### src/rtl/agv_pkg.sv
// Shared AGV types and constants: obstacle FSM states, motor stop pattern,
// and a counter-width helper.
package agv_pkg;

  typedef enum logic [1:0] {
    DRIVE   = 2'd0,
    STOP    = 2'd1,
    CLEAR   = 2'd2,
    BLOCKED = 2'd3
  } obst_state_t;

  localparam logic [3:0]  MOTOR_STOP = 4'b0000;
  localparam int unsigned CLK_HZ     = 50_000_000;

  // Width of a counter holding 0..n-1, never narrower than one bit.
  function automatic int unsigned cnt_w(input int unsigned n);
    return (n > 1) ? 32'($clog2(n)) : 32'd1;
  endfunction

endpackage

### src/rtl/obstacle_debounce.sv
// Samples the raw obstacle flag once per measurement period and flips the
// debounced state only after DEBOUNCE_CNT consecutive differing samples.
module obstacle_debounce
  import agv_pkg::*;
#(
  parameter int unsigned SAMPLE_TICKS = 1_900_000,
  parameter int unsigned DEBOUNCE_CNT = 3
) (
  input  logic clk,
  input  logic rst_n,
  input  logic obj_det,
  output logic obstacle
);

  localparam int unsigned TICK_W = cnt_w(SAMPLE_TICKS);
  localparam int unsigned RUN_W  = cnt_w(DEBOUNCE_CNT);

  logic [TICK_W-1:0] r_tick_cnt;
  logic [RUN_W-1:0]  r_run_cnt;
  logic              w_tick;

  assign w_tick = (r_tick_cnt == TICK_W'(SAMPLE_TICKS - 1));

  // Run counter holds DEBOUNCE_CNT-1 at most; the next differing sample toggles.
  always_ff @(posedge clk) begin
    if (!rst_n) begin
      r_tick_cnt <= '0;
      r_run_cnt  <= '0;
      obstacle   <= 1'b0;
    end else begin
      r_tick_cnt <= w_tick ? '0 : r_tick_cnt + TICK_W'(1);
      if (w_tick) begin
        if (obj_det == obstacle) begin
          r_run_cnt <= '0;
        end else if (r_run_cnt == RUN_W'(DEBOUNCE_CNT - 1)) begin
          obstacle  <= ~obstacle;
          r_run_cnt <= '0;
        end else begin
          r_run_cnt <= r_run_cnt + RUN_W'(1);
        end
      end
    end
  end

endmodule

### src/rtl/obstacle_stop_ctrl.sv
// Safety gate between the drive command and the H-bridge: stops on a debounced
// obstacle, resumes after a clear hold-off, and latches a blocked-timeout flag.
module obstacle_stop_ctrl
  import agv_pkg::*;
#(
  parameter int unsigned SAMPLE_TICKS  = 1_900_000,
  parameter int unsigned DEBOUNCE_CNT  = 3,
  parameter int unsigned HOLD_TICKS    = 25_000_000,
  parameter int unsigned BLOCK_TIMEOUT = 250_000_000
) (
  input  logic       clk,
  input  logic       rst_n,
  input  logic       obj_det,
  input  logic [3:0] motor_in,
  input  logic       blocked_ack,
  output logic [3:0] motor_out,
  output logic       obstacle,
  output logic       stopped,
  output logic       blocked
);

  localparam int unsigned STOP_W = cnt_w(BLOCK_TIMEOUT);
  localparam int unsigned HOLD_W = cnt_w(HOLD_TICKS);

  obst_state_t       r_state;
  obst_state_t       w_state_nxt;
  logic [STOP_W-1:0] r_stop_cnt;
  logic [STOP_W-1:0] w_stop_cnt_nxt;
  logic [HOLD_W-1:0] r_hold_cnt;
  logic [HOLD_W-1:0] w_hold_cnt_nxt;

  obstacle_debounce #(
    .SAMPLE_TICKS (SAMPLE_TICKS),
    .DEBOUNCE_CNT (DEBOUNCE_CNT)
  ) u_debounce (
    .clk      (clk),
    .rst_n    (rst_n),
    .obj_det  (obj_det),
    .obstacle (obstacle)
  );

  // Outputs follow the next state so they switch on the same edge as the FSM.
  always_ff @(posedge clk) begin
    if (!rst_n) begin
      r_state    <= CLEAR;
      r_stop_cnt <= '0;
      r_hold_cnt <= '0;
      motor_out  <= MOTOR_STOP;
      stopped    <= 1'b1;
      blocked    <= 1'b0;
    end else begin
      r_state    <= w_state_nxt;
      r_stop_cnt <= w_stop_cnt_nxt;
      r_hold_cnt <= w_hold_cnt_nxt;
      motor_out  <= (w_state_nxt == DRIVE) ? motor_in : MOTOR_STOP;
      stopped    <= (w_state_nxt != DRIVE);
      blocked    <= (w_state_nxt == BLOCKED);
    end
  end

  always_comb begin
    w_state_nxt    = r_state;
    w_stop_cnt_nxt = r_stop_cnt;
    w_hold_cnt_nxt = r_hold_cnt;
    case (r_state)
      DRIVE: begin
        if (obstacle) begin
          w_state_nxt    = STOP;
          w_stop_cnt_nxt = '0;
        end
      end
      STOP: begin
        w_stop_cnt_nxt = (r_stop_cnt == '1) ? r_stop_cnt : r_stop_cnt + STOP_W'(1);
        if (!obstacle) begin
          w_state_nxt    = CLEAR;
          w_hold_cnt_nxt = '0;
        end else if (r_stop_cnt == STOP_W'(BLOCK_TIMEOUT - 1)) begin
          w_state_nxt = BLOCKED;
        end
      end
      CLEAR: begin
        // Stop time is kept, so flicker between STOP and CLEAR still times out.
        w_hold_cnt_nxt = (r_hold_cnt == '1) ? r_hold_cnt : r_hold_cnt + HOLD_W'(1);
        if (obstacle) begin
          w_state_nxt = STOP;
        end else if (r_hold_cnt == HOLD_W'(HOLD_TICKS - 1)) begin
          w_state_nxt = DRIVE;
        end
      end
      BLOCKED: begin
        if (blocked_ack) begin
          if (obstacle) begin
            w_state_nxt    = STOP;
            w_stop_cnt_nxt = '0;
          end else begin
            w_state_nxt    = CLEAR;
            w_hold_cnt_nxt = '0;
          end
        end
      end
      default: w_state_nxt = CLEAR;
    endcase
  end

endmodule

### config.mk
export PLATFORM = sky130hd
export DESIGN_NAME = obstacle_stop_ctrl
export DESIGN_NICKNAME = d
export VERILOG_FILES = /design/src/rtl/agv_pkg.sv /design/src/rtl/obstacle_debounce.sv /design/src/rtl/obstacle_stop_ctrl.sv
export SDC_FILE = /design/constraint.sdc
export NUM_CORES = 1
export LEC_CHECK = 0
export ABC_AREA = 1
export CORE_ASPECT_RATIO = 0.5
export CORE_UTILIZATION = 45
export CTS_CLUSTER_DIAMETER = 200
export DETAILED_ROUTE_END_ITERATION = 6
export GPL_TIMING_DRIVEN = 0
export SYNTH_ARGS = -nofsm -noshare
export SYNTH_HDL_FRONTEND = slang
export SYNTH_SLANG_ARGS = --single-unit
### constraint.sdc
create_clock -name clk -period 2.2 [get_ports clk]
set_input_delay 0.44 -clock clk [delete_from_list [all_inputs] [get_ports clk]]
set_output_delay 0.44 -clock clk [all_outputs]
set_load 0.05 [all_outputs]
==> results.sh, run 1 <==
export IMPL_cts_tree="yes"
export IMPL_root_buffer="clkbuf_16"
export IMPL_ant_nets=0
export IMPL_post_route_period_util_pct=94.9
export IMPL_rsz0062_at_grt="no"
export IMPL_critPathRequiredTime_ps=1760
export IMPL_synth_top_family_by_area="simple AND/OR/NAND/NOR gates"
export IMPL_power_density_nw_per_um2=643
export IMPL_worst_setup_path_end_kind="output port"
export IMPL_clock_latency_ps=340
export IMPL_drt_iter0_drc=217
export IMPL_ys_types=38
export IMPL_drt_pass1_iterations=5
export IMPL_layout_nets=775
export IMPL_hold_end="u_debounce.r_tick_cnt[0]"
export IMPL_dieArea_um2=11000
export IMPL_finClkSkew_ps=5.81
export IMPL_port_buffers=14
export IMPL_syn_inst=739
export IMPL_die_h_um=74.7
export IMPL_vias=4437
export IMPL_die_width_um=147
export IMPL_synthAdderAreaFrac_pct=0.789
export IMPL_synthArstFlopShare_pct=0
export IMPL_yosys_top_cells_area="dfxtp_1 36%, nand2_1 14%, nor2_1 10%"
export IMPL_dp_hpwl_um=8360
export IMPL_grt_pass1_wl_um=19000
export IMPL_start_kind="flip-flop"
export IMPL_tightest_slew_ps=568
export IMPL_path_delay_family="buffers and inverters"
export IMPL_yosysWarnings=0
export IMPL_io_pin_count=15
export IMPL_reg2regPathDepth=12
export IMPL_drc=0
export IMPL_relSlewSlack_pct=62.2
export IMPL_layout_min_cycle_time_ps=2090
export IMPL_fill_cells=1060
export IMPL_hp_class="flip-flop to flip-flop"
export IMPL_fin_cells=908
export IMPL_holdWs_ps=445
export IMPL_yosysTopAreaCell="dfxtp_1"
export IMPL_synth_top_cell_area_share_pct=35.8
export IMPL_initial_core_util_pct=46.4
export IMPL_clk_pin_slew_ps=60
export IMPL_crit_fanout=5
export IMPL_synth_ff_type="dfxtp_1"
export IMPL_arrival_ps=1650
export IMPL_h_tree_depth=3
export IMPL_yosysSeqAreaShare_pct=35.8
export IMPL_fmax_ghz=0.479
export IMPL_setup_viol=0
export IMPL_cts_sinks=85
export IMPL_placed_cells=893
export IMPL_yosys_area_share_xor_xnor_pct=2.39
export IMPL_crit_chain="clkdlybuf4s50_1"
export IMPL_synth_most_common_cell="nand2_1"
export IMPL_ys_top_cells_by_count="183 x nand2_1, 127 x nor2_1, 91 x inv_1"
export IMPL_netlist_area_um2=4760
export IMPL_cts_buffers_inserted=9
export IMPL_hold_violations=0
export IMPL_crit_buf_inv=1
export IMPL_vias_per_cell=4.89
export IMPL_r2r_start="r_hold_cnt[0]"
export IMPL_syn_num_nets=750
export IMPL_leakage_uw=0.00200
export IMPL_grt_max_degree=14
export IMPL_reg2reg_slack_ps=280
export IMPL_cts_resized=0
export IMPL_synth_simple_area_share_pct=42.7
export IMPL_status="finished clean"
export IMPL_cts_setup_buffers=0
export IMPL_grt_usage_pct=21.7
export IMPL_antenna_found_initial=0
export IMPL_antennaDiodeCount=0
export IMPL_grt_overflow_total=0
export IMPL_core_area_um2=10200
export IMPL_crit_path_max_incr_delay_ps=860
export IMPL_ys_seq_elements=85
export IMPL_place_congestion=0.867
export IMPL_syn_area_per_cell_um2=6.44
export IMPL_hold_path_startpoint="u_debounce.r_tick_cnt[0]"
export IMPL_post_drt_wl_per_cell_um=12.1
export IMPL_synth_edf_count=0
export IMPL_grt_pass1_vias=4003
export IMPL_rows=26
export IMPL_hold_path_cell_count=1
export IMPL_slew_violations=0
export IMPL_synth_compound_area_share_pct=8.73
export IMPL_cts_hold_buf=0
export IMPL_max_cap_violations=0
export IMPL_synth_mux_area_share_pct=0
export IMPL_regToRegEndpoint="r_hold_cnt[17]"
export IMPL_finalWirelength_um=11000
export IMPL_drive_above_1_share_pct=8.85
export IMPL_clockBufferDepth=2
export IMPL_cp_slowest_cell="clkdlybuf4s50_1"
export IMPL_vdd_drop_max_uv=381
export IMPL_area_growth_pct=14.3
export IMPL_crit_type="flip-flop to output port"
cells by family after synthesis:
group,count (synthesis)
and+or+nand+nor,450
xor gates and xnor gates,13
buffers and inverters,112
AOI/OAI and AO/OA,76
DFF,85
adders and majority gates,3
registers in the layout (all words and copies together) (netlist names):
| signal | count |
|---|---|
| r_stop_cnt | 28 |
| r_hold_cnt | 25 |
| u_debounce.r_tick_cnt | 21 |
| motor_out | 4 |
| r_state | 2 |
| u_debounce.r_run_cnt | 2 |
| blocked | 1 |
| stopped | 1 |
| u_debounce.obstacle | 1 |
layout make-up:
cell class	instances	area, um^2	share of cell area, %
plain buffers	14	93.8	1.72
clock inverters	4	120	2.21
repair buffers	14	140	2.58
well taps	140	175	3.22
inverters	98	368	6.76
multi-input cells	542	2600	47.8
flip-flops and latches	85	1700	31.3
clock buffers	11	243	4.46
metal layers:
metal,GRT usage (%),part of all wire [%],vias up
met1,28.2,51,1978
li1,-,-,2401
met5,0,0,-
met3,4.18,2.9,9
met4,5.50,0.87,0
met2,37.6,45,49
metrics by stage:
| step | worst slack [ps] | power (uW) | setup TNS, ps | util [%] | instance area (um^2) |
|---|---|---|---|---|---|
| floorplan | 565 | 1640 | 0 | - | 4760 |
| global route | 54.1 | 3610 | 0 | 53.1 | 5440 |
| CTS | 42.7 | 3550 | 0 | 53.1 | 5440 |
| finish | 112 | 3500 | 0 | 53.1 | 5440 |
| detailed placement | -317 | 1670 | -2960 | 49.5 | 5070 |
| global placement | -330 | 1670 | -3170 | 49.5 | 5070 |
cells in the final DEF, fill, tap and decap left out, types with 10 or more instances in the layout:
| cell type | count |
|---|---|
| nand4_1 | 22 |
| a21oi_1 | 38 |
| inv_1 | 91 |
| nand3_1 | 54 |
| o21ai_1 | 14 |
| xor2_1 | 10 |
| nand2_1 | 182 |
| clkdlybuf4s50_1 | 14 |
| dfxtp_1 | 85 |
| nor3_1 | 27 |
| nor2_1 | 127 |
| o21ai_0 | 15 |
power breakdown:
group / internal [uW] / total (uW) / switching [uW]
clock: 1250 / 1860 / 612
combinational: 32.5 / 82.2 / 49.7
sequential: 1550 / 1560 / 7.47
worst max path at each step:
stage                                  start                         to  slack, ps  cells after the start
floorplan                      r_hold_cnt[0]             r_hold_cnt[15]        570                     11
global placement                       rst_n              r_hold_cnt[1]       -330                      5
detailed placement                     rst_n              r_hold_cnt[1]       -320                      5
CTS                                    rst_n              r_hold_cnt[1]         40                      5
global route        u_debounce.r_tick_cnt[0]  u_debounce.r_tick_cnt[11]         50                      9
finish                   u_debounce.obstacle                   obstacle        110                      1
Power figures use the tool's default switching activity.
==> run 2: changes to the inputs <==
GPL_TIMING_DRIVEN = unset   (was 0)
==> run 2 against run 1 <==
Flip-flop and latch count did not move. Largest cell class unchanged. Sequential share of layout area about the same. Fmax fell by 0.82%. Final cell count rose by 0.33%. Non-clock buffer count grew 2. Worst setup slack got worse by 17 ps.
==> results.sh, run 2 (synthesized netlist as in run 1, its figures left out) <==
export IMPL_clock_latency_ps=340
export IMPL_h_tree_depth=3
export IMPL_hold_violations=0
export IMPL_hold_path_startpoint="u_debounce.r_tick_cnt[0]"
export IMPL_grt_pass1_wl_um=18200
export IMPL_setup_viol=0
export IMPL_drive_above_1_share_pct=9.47
export IMPL_post_route_period_util_pct=95.7
export IMPL_antennaDiodeCount=0
export IMPL_vias=4464
export IMPL_grt_overflow_total=0
export IMPL_crit_path_max_incr_delay_ps=860
export IMPL_grt_usage_pct=20.9
export IMPL_reg2reg_slack_ps=300
export IMPL_tightest_slew_ps=508
export IMPL_max_cap_violations=0
export IMPL_vdd_drop_max_uv=356
export IMPL_drt_pass1_iterations=7
export IMPL_finClkSkew_ps=4.94
export IMPL_clk_pin_slew_ps=60
export IMPL_r2r_start="r_stop_cnt[4]"
export IMPL_grt_max_degree=31
export IMPL_crit_chain="clkdlybuf4s50_1"
export IMPL_grt_pass1_vias=3946
export IMPL_rsz0062_at_grt="no"
export IMPL_drc=0
export IMPL_cp_slowest_cell="clkdlybuf4s50_1"
export IMPL_drt_iter0_drc=169
export IMPL_area_growth_pct=14.5
export IMPL_reg_top3="r_stop_cnt x28, r_hold_cnt x25, u_debounce.r_tick_cnt x21"
export IMPL_hp_class="flip-flop to flip-flop"
export IMPL_hold_path_cell_count=1
export IMPL_mostFrequentLayoutCells="183 x nand2_1, 127 x nor2_1, 91 x inv_1, 85 x dfxtp_1, 54 x nand3_1"
export IMPL_final_common_cell="nand2_1"
export IMPL_fill_cells=1057
export IMPL_power_total_uw=3300
export IMPL_die_width_um=147
export IMPL_leakage_uw=0.00201
export IMPL_rows=26
export IMPL_arrival_ps=1670
export IMPL_setup_tns_ps=0
export IMPL_relSlewSlack_pct=66.0
export IMPL_port_buffers=14
export IMPL_layout_nets=777
export IMPL_io_pin_count=15
export IMPL_dp_hpwl_um=7970
export IMPL_top_register="r_stop_cnt"
export IMPL_regToRegEndpoint="r_stop_cnt[16]"
export IMPL_slew_violations=0
export IMPL_power_density_nw_per_um2=606
export IMPL_status="finished clean"
export IMPL_cts_sinks=85
export IMPL_ant_nets=0
export IMPL_cts_tree="yes"
export IMPL_layout_min_cycle_time_ps=2110
export IMPL_core_area_um2=10200
export IMPL_antenna_found_initial=0
export IMPL_path_delay_family="buffers and inverters"
export IMPL_place_congestion=0.862
export IMPL_clockBufferDepth=2
export IMPL_cts_buffers_inserted=9
export IMPL_cp_depth=1
export IMPL_worst_setup_path_end_kind="output port"
export IMPL_vias_per_cell=4.90
export IMPL_dieArea_um2=11000
export IMPL_multiInputGateArea_um2=2610
export IMPL_finalWirelength_um=10700
export IMPL_initial_core_util_pct=46.4
export IMPL_largest_register_ffs=28
export IMPL_critPathRequiredTime_ps=1760
export IMPL_reg2regPathDepth=11
export IMPL_seqCellArea_um2=1700
export IMPL_hold_end="u_debounce.r_tick_cnt[0]"
export IMPL_start_kind="flip-flop"
export IMPL_die_h_um=74.7
export IMPL_root_buffer="clkbuf_16"
export IMPL_fmax_ghz=0.475
export IMPL_crit_buf_inv=1
export IMPL_crit_fanout=5
export IMPL_cts_hold_buf=0
export IMPL_post_drt_wl_per_cell_um=11.8
export IMPL_crit_type="flip-flop to output port"
run 2: metal layers:
metal	vias to the layer above	track usage, %	part of all wire, %
met2	53	36.0	45
met1	1993	26.6	51
met4	0	7.22	1.2
met3	12	4.18	2.9
met5	-	0	0
li1	2406	-	-
run 2: power breakdown:
group,leakage [uW],internal [uW],switching [uW]
Sequential,0.000686,1550,7.89
Combinational,0.00116,36.2,47.6
Clock,0.000158,1020,640
Total,0.00201,2610,695
run 2: layout make-up:
type	instances	share of cell area [%]
multi-input combinational	542	47.8
sequential	85	31.2
inverter	98	6.75
timing repair buffer	30	5.01
clock buffer	10	4.39
tap	140	3.22
clock inverter	6	1.58
run 2: how the worst max path moves through the flow:
stage                         from        endpoint  slack, ps
2_1_floorplan        r_hold_cnt[0]  r_hold_cnt[15]        570
3_3_place_gp           blocked_ack  r_stop_cnt[16]        180
3_5_place_dp           blocked_ack  r_stop_cnt[16]        130
4_1_cts        u_debounce.obstacle        obstacle        100
5_1_grt        u_debounce.obstacle        obstacle         60
6_report       u_debounce.obstacle        obstacle         90
run 2: repair_timing:
action                     CTS  global route
resized for setup            0             1
setup buffers                0             0
setup endpoints to repair    0             1
run 2: through the flow:
stage / setup WS, ps / util [%] / area (um^2) / cells / hold WS [ps]
after floorplan: 565 / - / 4760 / 739 / 418
final: 94.5 / 53.2 / 5450 / 911 / 446
after global placement: 182 / 49.9 / 5110 / 895 / 430
after detailed placement: 128 / 49.9 / 5110 / 895 / 436
after CTS: 100 / 53.1 / 5440 / 911 / 445
after global routing: 60.2 / 53.2 / 5450 / 911 / 480
==> run 3: changes to the inputs <==
REMOVE_ABC_BUFFERS = 1   (was unset)
SETUP_SLACK_MARGIN = 0.1   (was unset)
==> run 3 against run 2 <==
Final cell count stayed put. Critical path type is now flip-flop to flip-flop. Combinational power is 2% higher. Count of clock-buffer cells in the layout stayed put. Hold slack worse by 2.0 ps. Critical endpoint is now r_hold_cnt[18]. Via count is 0.81% higher. Fmax is 11% higher. Critical path depth is 9 higher.
==> results.sh, run 3 (synthesized netlist as in run 1, its figures left out) <==
export IMPL_top_register="r_stop_cnt"
export IMPL_hold_end="u_debounce.r_tick_cnt[0]"
export IMPL_switchingPower_uw=710
export IMPL_mostFrequentLayoutCells="183 x nand2_1, 126 x nor2_1, 91 x inv_1, 84 x dfxtp_1, 54 x nand3_1"
export IMPL_place_congestion=0.887
export IMPL_h_tree_depth=3
export IMPL_critPathRequiredTime_ps=2460
export IMPL_top_layer_used="met4"
export IMPL_hold_path_cell_count=1
export IMPL_hold_violations=0
export IMPL_die_h_um=74.7
export IMPL_cts_setup_buffers=0
export IMPL_vias=4500
export IMPL_rows=26
export IMPL_grt_usage_pct=21.4
export IMPL_rsz0062_at_grt="no"
export IMPL_area_growth_pct=14.7
export IMPL_grt_max_degree=25
export IMPL_post_route_period_util_pct=86.5
export IMPL_swShare_pct=20.9
export IMPL_finClkSkew_ps=8.90
export IMPL_seq_power_share_pct=45.7
export IMPL_post_drt_wl_per_cell_um=12.0
export IMPL_finalWirelength_um=11000
export IMPL_crit_fanout=14
export IMPL_reg_top3="r_stop_cnt x28, r_hold_cnt x25, u_debounce.r_tick_cnt x21"
export IMPL_vdd_drop_max_uv=325
export IMPL_cts_tree="yes"
export IMPL_dp_hpwl_um=8120
export IMPL_grt_pass1_wl_um=18600
export IMPL_drive_above_1_share_pct=9.60
export IMPL_initial_core_util_pct=46.4
export IMPL_slew_violations=0
export IMPL_wl_met2_um=4970
export IMPL_path_delay_family="simple AND/OR/NAND/NOR gates"
export IMPL_crit_chain="ha_1 -> nand3_2 -> inv_2 -> nand2_4 -> nor2_8 -> nand3_4 -> nand2_4 -> buf_4 -> nand2_1 -> a21oi_1"
export IMPL_drc=0
export IMPL_hp_class="flip-flop to flip-flop"
export IMPL_vias_per_cell=4.94
export IMPL_cp_slowest_cell="dfxtp_1"
export IMPL_leakage_uw=0.00203
export IMPL_p_comb_share_pct=2.5
export IMPL_root_buffer="clkbuf_16"
export IMPL_crit_path_max_incr_delay_ps=380
export IMPL_layout_min_cycle_time_ps=1900
export IMPL_clockBufferDepth=2
export IMPL_p_int_uw=2690
export IMPL_power_density_nw_per_um2=624
export IMPL_wl_met3_um=370
export IMPL_cts_hold_buf=0
export IMPL_cts_sinks=85
export IMPL_grt_pass1_vias=3980
export IMPL_fmax_ghz=0.526
export IMPL_cts_resized=0
export IMPL_crit_buf_inv=2
export IMPL_max_cap_violations=0
export IMPL_antenna_found_initial=0
export IMPL_reg2regPathDepth=10
export IMPL_port_buffers=14
export IMPL_antennaDiodeCount=0
export IMPL_start_kind="flip-flop"
export IMPL_ant_nets=0
export IMPL_io_pin_count=15
export IMPL_holdWs_ps=444
export IMPL_m1WireLength_um=5580
export IMPL_drt_iter0_drc=288
export IMPL_cts_buffers_inserted=9
export IMPL_setup_tns_ps=0
export IMPL_relSlewSlack_pct=66.5
export IMPL_clk_pin_slew_ps=60
export IMPL_layout_nets=777
export IMPL_p_clk_share_pct=51.8
export IMPL_dieArea_um2=11000
export IMPL_status="finished clean"
export IMPL_clock_latency_ps=340
export IMPL_worst_setup_path_end_kind="flip-flop"
export IMPL_drt_pass1_iterations=4
export IMPL_r2r_start="r_hold_cnt[0]"
export IMPL_crit_type="flip-flop to flip-flop"
export IMPL_core_area_um2=10200
export IMPL_setup_viol=0
export IMPL_reg2reg_slack_ps=300
export IMPL_tightest_slew_ps=500
export IMPL_die_width_um=147
export IMPL_final_common_cell="nand2_1"
export IMPL_arrival_ps=2170
export IMPL_hold_path_startpoint="u_debounce.r_tick_cnt[0]"
export IMPL_regToRegEndpoint="r_hold_cnt[18]"
export IMPL_largest_register_ffs=28
export IMPL_path_common_cell="nand2_4"
export IMPL_grt_overflow_total=0
run 3: worst max-delay path by stage:
| stage | from | end | slack (ps) | cells after the start |
|---|---|---|---|---|
| after global placement | blocked_ack | r_stop_cnt[12] | 210 | 11 |
| after floorplan | r_hold_cnt[0] | r_hold_cnt[1] | 460 | 10 |
| after detailed placement | blocked_ack | r_stop_cnt[12] | 200 | 10 |
| after CTS | u_debounce.obstacle | obstacle | 130 | 1 |
| final | r_hold_cnt[0] | r_hold_cnt[18] | 300 | 10 |
| after global routing | r_stop_cnt[4] | r_stop_cnt[2] | 120 | 10 |
run 3: layout make-up:
type | instances | area [um^2]
Multi-Input combinational cell | 542 | 2610
Tap cell | 140 | 175
Fill cell | 1079 | 4790
Sequential cell | 85 | 1700
Timing Repair Buffer | 30 | 263
Inverter | 98 | 368
Clock buffer | 10 | 229
Clock inverter | 6 | 111
run 3: per-stage QoR:
| stage | cell area [um^2] | total power, uW | setup slack (ps) | util (%) | instances |
|---|---|---|---|---|---|
| final | 5460 | 3410 | 297 | 53.2 | 911 |
| after global routing | 5460 | 3530 | 118 | 53.2 | 911 |
| after CTS | 5440 | 3440 | 126 | 53.1 | 911 |
| after detailed placement | 5100 | 1680 | 198 | 49.8 | 895 |
| after global placement | 5100 | 1670 | 214 | 49.8 | 895 |
| after floorplan | 4670 | 1640 | 457 | - | 725 |
run 3: metal layers:
layer / global-route usage [%] / up-vias
li1: - / 2407
met1: 27.4 / 2036
met2: 36.9 / 53
met3: 5.27 / 4
met4: 5.61 / 0
met5: 0 / -
run 3: power by group through the flow:
stage	Combinational [uW]	Sequential, uW	Clock (uW)
finish	85.3	1560	1760
global route	96.5	1560	1880
CTS	86.1	1560	1800
detailed placement	85.7	1590	0
global placement	84.2	1590	0
floorplan	47.4	1590	0
